**src/rtl/mcpu_pkg.sv**
```systemverilog
// Shared definitions for the MCPU control unit: register-file command codes,
// opcodes, ALU function codes and the sequencer state encoding.
package mcpu_pkg;

  // Register-file write modes; the encoding is shared with MCPU_Registerfile.
  typedef enum logic [1:0] {
    NORMAL_EX      = 2'd0,
    LOAD_FROM_DATA = 2'd1,
    MOV_INTERNAL   = 2'd2
  } regsetcmd_e;

  typedef enum logic [2:0] {
    ALU_ADD = 3'd0,
    ALU_SUB = 3'd1,
    ALU_AND = 3'd2,
    ALU_OR  = 3'd3
  } alu_op_e;

  // IDLE..WB cycle in the low two bits; HALT sits outside the normal loop.
  typedef enum logic [2:0] {
    ST_IDLE    = 3'd0,
    ST_DECODE  = 3'd1,
    ST_EXECUTE = 3'd2,
    ST_WB      = 3'd3,
    ST_HALT    = 3'd4
  } state_e;

  localparam int OPC_NOP  = 0;
  localparam int OPC_ADD  = 1;
  localparam int OPC_SUB  = 2;
  localparam int OPC_AND  = 3;
  localparam int OPC_OR   = 4;
  localparam int OPC_MOV  = 5;
  localparam int OPC_LDI  = 6;
  localparam int OPC_HALT = 15;

endpackage

```
**src/rtl/mcpu_instr_decoder.sv**
```systemverilog
// Combinational opcode decode: ALU function, register-file command and
// classification flags (writes back / halts / undefined).
module mcpu_instr_decoder
  import mcpu_pkg::*;
#(
  parameter int OPCODE_SIZE = 4
) (
  input  logic [OPCODE_SIZE-1:0] opcode_i,
  output logic [2:0]             alu_op_o,
  output logic [1:0]             regsetcmd_o,
  output logic                   is_wb_o,
  output logic                   is_halt_o,
  output logic                   is_illegal_o
);

  always_comb begin
    alu_op_o     = ALU_ADD;
    regsetcmd_o  = NORMAL_EX;
    is_wb_o      = 1'b0;
    is_halt_o    = 1'b0;
    is_illegal_o = 1'b0;
    case (int'(opcode_i))
      OPC_NOP: ;
      OPC_ADD: begin
        is_wb_o  = 1'b1;
        alu_op_o = ALU_ADD;
      end
      OPC_SUB: begin
        is_wb_o  = 1'b1;
        alu_op_o = ALU_SUB;
      end
      OPC_AND: begin
        is_wb_o  = 1'b1;
        alu_op_o = ALU_AND;
      end
      OPC_OR: begin
        is_wb_o  = 1'b1;
        alu_op_o = ALU_OR;
      end
      OPC_MOV: begin
        is_wb_o     = 1'b1;
        regsetcmd_o = MOV_INTERNAL;
      end
      OPC_LDI: begin
        is_wb_o     = 1'b1;
        regsetcmd_o = LOAD_FROM_DATA;
      end
      OPC_HALT: is_halt_o = 1'b1;
      default:  is_illegal_o = 1'b1;
    endcase
  end

endmodule

```
**src/rtl/mcpu_control_unit.sv**
```systemverilog
// Four-cycle decode/execute/write-back sequencer feeding MCPU_Registerfile.
// Define MCPU_CTRL_ZFLAG_EN to add the zero_flag output.
module mcpu_control_unit
  import mcpu_pkg::*;
#(
  parameter int WORD_SIZE    = 8,
  parameter int OPERAND_SIZE = 2,
  parameter int OPCODE_SIZE  = 4,
  parameter int INSTR_SIZE   = OPCODE_SIZE + 3 * OPERAND_SIZE
) (
  input  logic                    clk,
  input  logic                    reset,
  input  logic                    instr_valid,
  output logic                    instr_ready,
  input  logic [INSTR_SIZE-1:0]   instr,
  input  logic [WORD_SIZE-1:0]    alu_result,
  output logic [2:0]              alu_op,
  output logic [OPERAND_SIZE-1:0] op1,
  output logic [OPERAND_SIZE-1:0] op2,
  output logic [OPERAND_SIZE-1:0] op3,
  output logic [1:0]              regsetcmd,
  output logic                    regsetwb,
  output logic [WORD_SIZE-1:0]    datatoload,
  output logic                    halted,
`ifdef MCPU_CTRL_ZFLAG_EN
  output logic                    zero_flag,
`endif
  output logic                    illegal_op
);

  state_e                  state_q, state_d;
  logic [INSTR_SIZE-1:0]   instr_q, instr_d;
  logic [OPERAND_SIZE-1:0] op1_q, op1_d;
  logic [OPERAND_SIZE-1:0] op2_q, op2_d;
  logic [OPERAND_SIZE-1:0] op3_q, op3_d;
  logic [2:0]              alu_op_q, alu_op_d;
  logic [1:0]              regsetcmd_q, regsetcmd_d;
  logic [WORD_SIZE-1:0]    datatoload_q, datatoload_d;

  logic [OPCODE_SIZE-1:0]  opcode;
  logic [WORD_SIZE-1:0]    ldi_imm;
  logic [2:0]              dec_alu_op;
  logic [1:0]              dec_cmd;
  logic                    dec_is_wb;
  logic                    dec_is_halt;
  logic                    dec_is_illegal;
  logic                    dec_is_alu;

  // instr_q stays stable until the next accept, so decode is valid in every state.
  assign opcode  = instr_q[INSTR_SIZE-1 -: OPCODE_SIZE];
  assign ldi_imm = WORD_SIZE'(instr_q[2*OPERAND_SIZE-1:0]);

  mcpu_instr_decoder #(
    .OPCODE_SIZE(OPCODE_SIZE)
  ) u_decoder (
    .opcode_i    (opcode),
    .alu_op_o    (dec_alu_op),
    .regsetcmd_o (dec_cmd),
    .is_wb_o     (dec_is_wb),
    .is_halt_o   (dec_is_halt),
    .is_illegal_o(dec_is_illegal)
  );

  assign dec_is_alu = dec_is_wb && (dec_cmd == NORMAL_EX);

  always_comb begin
    state_d      = state_q;
    instr_d      = instr_q;
    op1_d        = op1_q;
    op2_d        = op2_q;
    op3_d        = op3_q;
    alu_op_d     = alu_op_q;
    regsetcmd_d  = regsetcmd_q;
    datatoload_d = datatoload_q;
    case (state_q)
      ST_IDLE: begin
        if (instr_valid) begin
          instr_d = instr;
          state_d = ST_DECODE;
        end
      end
      ST_DECODE: begin
        op1_d = instr_q[3*OPERAND_SIZE-1 -: OPERAND_SIZE];
        op2_d = instr_q[2*OPERAND_SIZE-1 -: OPERAND_SIZE];
        op3_d = instr_q[OPERAND_SIZE-1:0];
        if (dec_is_alu) alu_op_d = dec_alu_op;
        if (dec_is_halt)    state_d = ST_HALT;
        else if (dec_is_wb) state_d = ST_EXECUTE;
        else                state_d = ST_IDLE;
      end
      ST_EXECUTE: begin
        regsetcmd_d = dec_cmd;
        // MOV is an internal register copy, so the data path keeps its last value.
        if (dec_cmd == NORMAL_EX)           datatoload_d = alu_result;
        else if (dec_cmd == LOAD_FROM_DATA) datatoload_d = ldi_imm;
        state_d = ST_WB;
      end
      ST_WB:   state_d = ST_IDLE;
      ST_HALT: state_d = ST_HALT;
      default: state_d = ST_IDLE;
    endcase
  end

  always_ff @(posedge clk) begin
    if (reset) begin
      state_q      <= ST_IDLE;
      instr_q      <= '0;
      op1_q        <= '0;
      op2_q        <= '0;
      op3_q        <= '0;
      alu_op_q     <= '0;
      regsetcmd_q  <= '0;
      datatoload_q <= '0;
    end else begin
      state_q      <= state_d;
      instr_q      <= instr_d;
      op1_q        <= op1_d;
      op2_q        <= op2_d;
      op3_q        <= op3_d;
      alu_op_q     <= alu_op_d;
      regsetcmd_q  <= regsetcmd_d;
      datatoload_q <= datatoload_d;
    end
  end

`ifdef MCPU_CTRL_ZFLAG_EN
  logic zero_flag_q, zero_flag_d;

  always_comb begin
    zero_flag_d = zero_flag_q;
    if (state_q == ST_WB && dec_is_alu) zero_flag_d = (datatoload_q == '0);
  end

  always_ff @(posedge clk) begin
    if (reset) zero_flag_q <= 1'b0;
    else       zero_flag_q <= zero_flag_d;
  end

  assign zero_flag = zero_flag_q;
`endif

  assign instr_ready = (state_q == ST_IDLE);
  // Masked by reset so an instruction aborted in WB never strobes the register file.
  assign regsetwb    = (state_q == ST_WB) && !reset;
  assign halted      = (state_q == ST_HALT);
  assign illegal_op  = (state_q == ST_DECODE) && dec_is_illegal;
  assign op1         = op1_q;
  assign op2         = op2_q;
  assign op3         = op3_q;
  assign alu_op      = alu_op_q;
  assign regsetcmd   = regsetcmd_q;
  assign datatoload  = datatoload_q;

endmodule

```
**config.mk**
```make
export PLATFORM = sky130hd
export DESIGN_NAME = mcpu_control_unit
export DESIGN_NICKNAME = d
export VERILOG_FILES = /design/src/rtl/mcpu_pkg.sv /design/src/rtl/mcpu_instr_decoder.sv /design/src/rtl/mcpu_control_unit.sv
export SDC_FILE = /design/constraint.sdc
export NUM_CORES = 1
export LEC_CHECK = 0
export CORE_UTILIZATION = 40
export CTS_CLUSTER_DIAMETER = 100
export CTS_CLUSTER_SIZE = 8
export DETAILED_ROUTE_END_ITERATION = 8
export PLACE_DENSITY = 0.77
export SETUP_SLACK_MARGIN = 0.1
export SLEW_MARGIN = 20
export SYNTH_ARGS = -nofsm -noshare
export SYNTH_HDL_FRONTEND = slang
export SYNTH_SLANG_ARGS = --single-unit
```
**constraint.sdc**
```tcl
create_clock -name clk -period 1.6 [get_ports clk]
set_clock_uncertainty 0.2 [all_clocks]
set_input_delay 0.32 -clock clk [delete_from_list [all_inputs] [get_ports clk]]
set_output_delay 0.32 -clock clk [all_outputs]
set_load 0.03 [all_outputs]
```
* After elaboration in Yosys (flattened, before gate mapping)
Cells that the tools add are included.
W data, S select, Z words.
** Operators by class
- Equality and inequality tests :: 13
- Multiplexer cells :: 11
- Reductions and logical operators :: 13
** Operators by type and width (count)
- $mux W8 :: 2
- $eq A4 B3 Y1 const B :: 3
- $pmux W3 S4 :: 1
- $eq A4 B2 Y1 const B :: 2
- $reduce_or A8 Y1 :: 1
- $eq A3 B2 Y1 const B :: 2
- $mux W3 :: 2
- $pmux W2 S3 :: 1
- $reduce_and A2 Y1 :: 3
- $reduce_or A6 Y1 :: 1
- $eq A4 B1 Y1 const B :: 1
- $eq A4 B4 Y1 const B :: 1
- $logic_not A4 Y1 :: 1
- $pmux W2 S2 :: 1
- $eq A3 B1 Y1 const B :: 1
- $eq A3 B3 Y1 const B :: 1
- $logic_and A1 B1 Y1 :: 3
- $logic_not A3 Y1 :: 1
- $mux W1 :: 3
- $eq A2 B1 Y1 const B :: 1
- $logic_not A2 Y1 :: 1
- $mux W2 :: 1
- $ne A2 B2 Y1 const B :: 1
- $reduce_bool A2 Y1 :: 1
- $logic_not A1 Y1 :: 1
** Storage, ports and cells
- Register bits :: 32
- Input bits :: 21
- Output and inout bits :: 23
- Word-level logic and storage cells :: 45

* Longest topological paths before layout
- Word-level depth :: 6
- Gate-level depth with buffers :: 5

* Modules after synthesis
A second synthesis with hierarchy kept.
** Unflattened totals
- Cells, all modules :: 164
- Area, all modules :: 1426.4 um^2
** By module, submodules not included
- mcpu_control_unit :: times used 1, cells an instance 148, area an instance 1327.5 um^2, sequential area each 640.6 um^2
- mcpu_instr_decoder :: times used 1, cells an instance 16, area an instance 98.8 um^2, sequential area each 0.0 um^2

* Worst setup path after synthesis
Ideal clock, no wire load.
- Path kind :: reg2out
- From :: reg state_q[1]
- To :: out regsetwb
- Arrival time :: 1.700 ns
- Required time :: 1.080 ns
- Setup slack :: -0.620 ns
- Cell stages (with the launch flop) :: 3
- Cell sequence :: dfxtp_1 -> clkbuf_1 -> nor4b_1
** Between the ends
- Word-level cells in the longest chain between the ends :: 2
** RTL lines
- start: declaration :: line mcpu_control_unit.sv:31 : state_e state_q, state_d;
- start signal: assignment :: line mcpu_control_unit.sv:115 : state_q <= state_d;
- $eq A3 B2 Y1 :: line mcpu_control_unit.sv:144 : assign regsetwb = (state_q == ST_WB) && !reset;
- $logic_and A1 B1 Y1 :: line mcpu_control_unit.sv:144
- end: declaration :: line mcpu_control_unit.sv:22 : output logic regsetwb,
No other way between the ends.

* Final worst setup path
- From :: reg state_q[2]
- To :: out illegal_op
** Between the ends
- Word-level cells in the longest chain between the ends :: 2
** RTL lines
- $eq A3 B1 Y1 :: line mcpu_control_unit.sv:146 : assign illegal_op = (state_q == ST_DECODE) && dec_is_illegal;
- $logic_and A1 B1 Y1 :: line mcpu_control_unit.sv:146
- end: declaration :: line mcpu_control_unit.sv:28 : output logic illegal_op
No other way between the ends.

==> metrics.csv <==
stage,metric,value,unit
die,start_util,0.4332,
clocking,htreeDepth,2,
cells_and_area,final_cell_area,2287,um^2
die,die-area,3625,um^2
cells_and_area,syn2layout_area_growth,68.79,%
placement,place_inst,238,
logic_synthesis,yosys_register_bits,31,
clocking,clk_pin_slew,0.09,ns
timing,timing.final.crit_share,1.146,
run,maxCapViolCount,0,
routing,drt-initial-drc-count,71,
timing,fin_crit,1.833,ns
cells_and_area,drive_above_1_share,0.5342,
setup_path,rrSetupSlack,-0.15,ns
logic_synthesis,syn-num-nets,167,
logic_synthesis,synth_cell_types,39,
die,rows,20,
routing,wire_per_inst,16.27,um
global_routing,grt_pass1_wl,6113,um
logic_synthesis,synth_area,1355,um^2
global_routing,overflow,0,
cells_and_area,antennaDiodeCount,0,
timing,rsz0062_at_grt,true,
clocking,clock-sinks,31,
logic_synthesis,synthArstFlopShare,0,
global_routing,grtUsageTotal,0.2374,
routing,dr.pass1.iters,6,
timing,slew_viol_final,0,
logic_synthesis,syn_inst,146,
run_status,status,"finished, violations left",
die,core,3128,um^2
logic_synthesis,yosys-top-cells-area,"dfxtp_1, nand2_1, a21oi_1",
timing,max_freq,0.5455,GHz
logic_synthesis,yosysTopAreaCell,dfxtp_1,
pwr,power,1.631,mW
cells_and_area,final_core_util,0.7312,
setup_path,worstPathMaxFanout,4,
timing,tns,-2.421,ns
timing,report.final.setup_viol,22,
global_routing,grt_use_met1,0.2655,
global_routing,grt-busiest-layer,met2,
routing,vias,1376,
routing,antenna_left,0,
run_status,violations,setup timing,
global_routing,grt_pass1_vias,1300,
setup_path,endpoint_kind,output pin,
logic_synthesis,synth_enable_flop_cells,0,
logic_synthesis,syn_avg_cell_area,9.281,um^2
routing,viasPerCell,5.232,
die,die_h,60.21,um
clocking,numCtsBuffers,5,
setup_path,cp.required,1.08,ns
clocking,cts.hold.buffers_added,0,
placement,dpl_cell_area,1924,um^2
routing,drc,0,
pwr,power_density,713.1,nW/um^2
routing,wl,4279,um
setup_path,critPathKind,flip-flop to output pin,
die,ios,44,
global_routing,grt_max_degree,16,
logic_synthesis,yosys_warnings,0,
setup_path,worstPathArrival,1.31,ns
clocking,clk_latency,0.35,ns
global_routing,grt_util_met2,0.4144,
cells_and_area,nNetsFinal,239,
cells_and_area,layoutNonFillerInstCount,263,
timing,hold_violations,0,
die,die_w,60.21,um
hold_path,holdCritPathClass,flip-flop to flip-flop,
clocking,cts_tree,done,
logic_synthesis,synth.yosys.seq_area_share,0.4580,
logic_synthesis,synth_top_area_share,0.4580,
pwr,p_leak,0.9594,nW
pwr,ir_drop,0.6424,mV
placement,gp_congestion,0.8100,
global_routing,met3_usage,0.05195,
global_routing,antenna_found_initial,0,
clocking,clockBufferDepth,2,
timing,fin_ws,-0.2332,ns
setup_path,worst_setup_path_start_kind,flip-flop,
clocking,cts_root_buffer,clkbuf_4,
placement,port_buffers,42,
placement,dpl.hpwl,2452,um
logic_synthesis,synth_top_flop_cell,dfxtp_1,
[path summary, 6_finish.rpt]
| check | startpoint | endpoint | depth (start not counted) |
|---|---|---|---|
| worst max register to register | state_q[0] | datatoload[3] | 4 |
| worst max-delay path | state_q[2] | illegal_op | 4 |
| worst min-delay path | regsetcmd[1] | regsetcmd[1] | 1 |
| worst min register to register | regsetcmd[1] | regsetcmd[1] | 1 |
[cells in the final DEF (no fill, tap or decap), drive strengths merged, types with 3 or more instances in the layout]
cell type and count:
a21oi 13, inv 6, mux2i 6, nor3b 4
nand2 20, clkdlybuf4s50 19, a22o 4, nor3 8
nand2b 4, clkbuf 7, nor4b 3, dfxtp 31
buf 58, a221o 4, nor2 8
[cells in the mapped netlist, drive strengths merged (3+ instances only)]
| cell | count |
|---|---|
| dfxtp | 31 |
| nand2 | 20 |
| a21oi | 13 |
| buf | 9 |
| nor2 | 8 |
| nor3 | 8 |
| inv | 6 |
| mux2i | 6 |
| a221o | 4 |
| a22o | 4 |
| clkbuf | 4 |
| nand2b | 4 |
| nor3b | 4 |
| nor4b | 3 |
[critical path: stages (launching register included)]
cell and delay [ns]:
dfxtp_4 0.38, buf_12 0.13, nor3b_4 0.18, and2_4 0.17
buf_6 0.12
[what timing repair did]
item | CTS | global route
resized for setup | 123 | 31
setup endpoints to repair | 40 | 34
hold endpoints to repair | 0 | 0
pin swaps | 26 | 21
setup buffers | 12 | 5
gates cloned | 1 | 1
[report_power, final]
group	internal [mW]	leakage [nW]	switching, mW
registers	0.796	0.255	0.0310
logic	0.183	0.675	0.173
clock network	0.171	0.0293	0.277
total	1.15	0.959	0.481
[flip-flops by register name, indices dropped and copies added (netlist names)]
signal	count
instr_q	10
op3	2
datatoload	8
op1	2
op2	2
alu_op	2
state_q	3
regsetcmd	2
[area by class of cell]
type	count	area, um^2
fill	240	840.8
timing repair buffer	78	681.9
sequential	31	635.6
tap	44	55.05
clock inverter	1	5.005
multi-input combinational	96	839.6
clock buffer	7	45.04
inverter	6	25.02
[stage by stage]
stage,setup slack [ns],hold WS (ns)
detailed placement,-0.3811,0.2522
global route,-0.2830,0.2885
finish,-0.2332,0.2686
floorplan,-0.04546,0.2360
global placement,-0.3254,0.2429
CTS,-0.2136,0.2751
[per-layer routing]
metal | wire length [um] | vias to the layer above
li1 | - | 658
met1 | 1822 | 669
met2 | 2182 | 41
met3 | 183 | 8
met4 | 91 | 0
met5 | 0 | -
[kinds of logic (layout without fill, tap and decap cells)]
logic type,Yosys count,in the layout,share of synthesized area
AO/OA/AOI/OAI,29,29,0.1533
XOR/XNOR,3,3,0.01939
buffers and inverters,19,92,0.07202
flip-flops,31,31,0.4580
multiplexers,6,6,0.04432
other,1,1,0.002767
AND/OR/NAND/NOR,57,57,0.2502
Power figures use the tool's default switching activity.
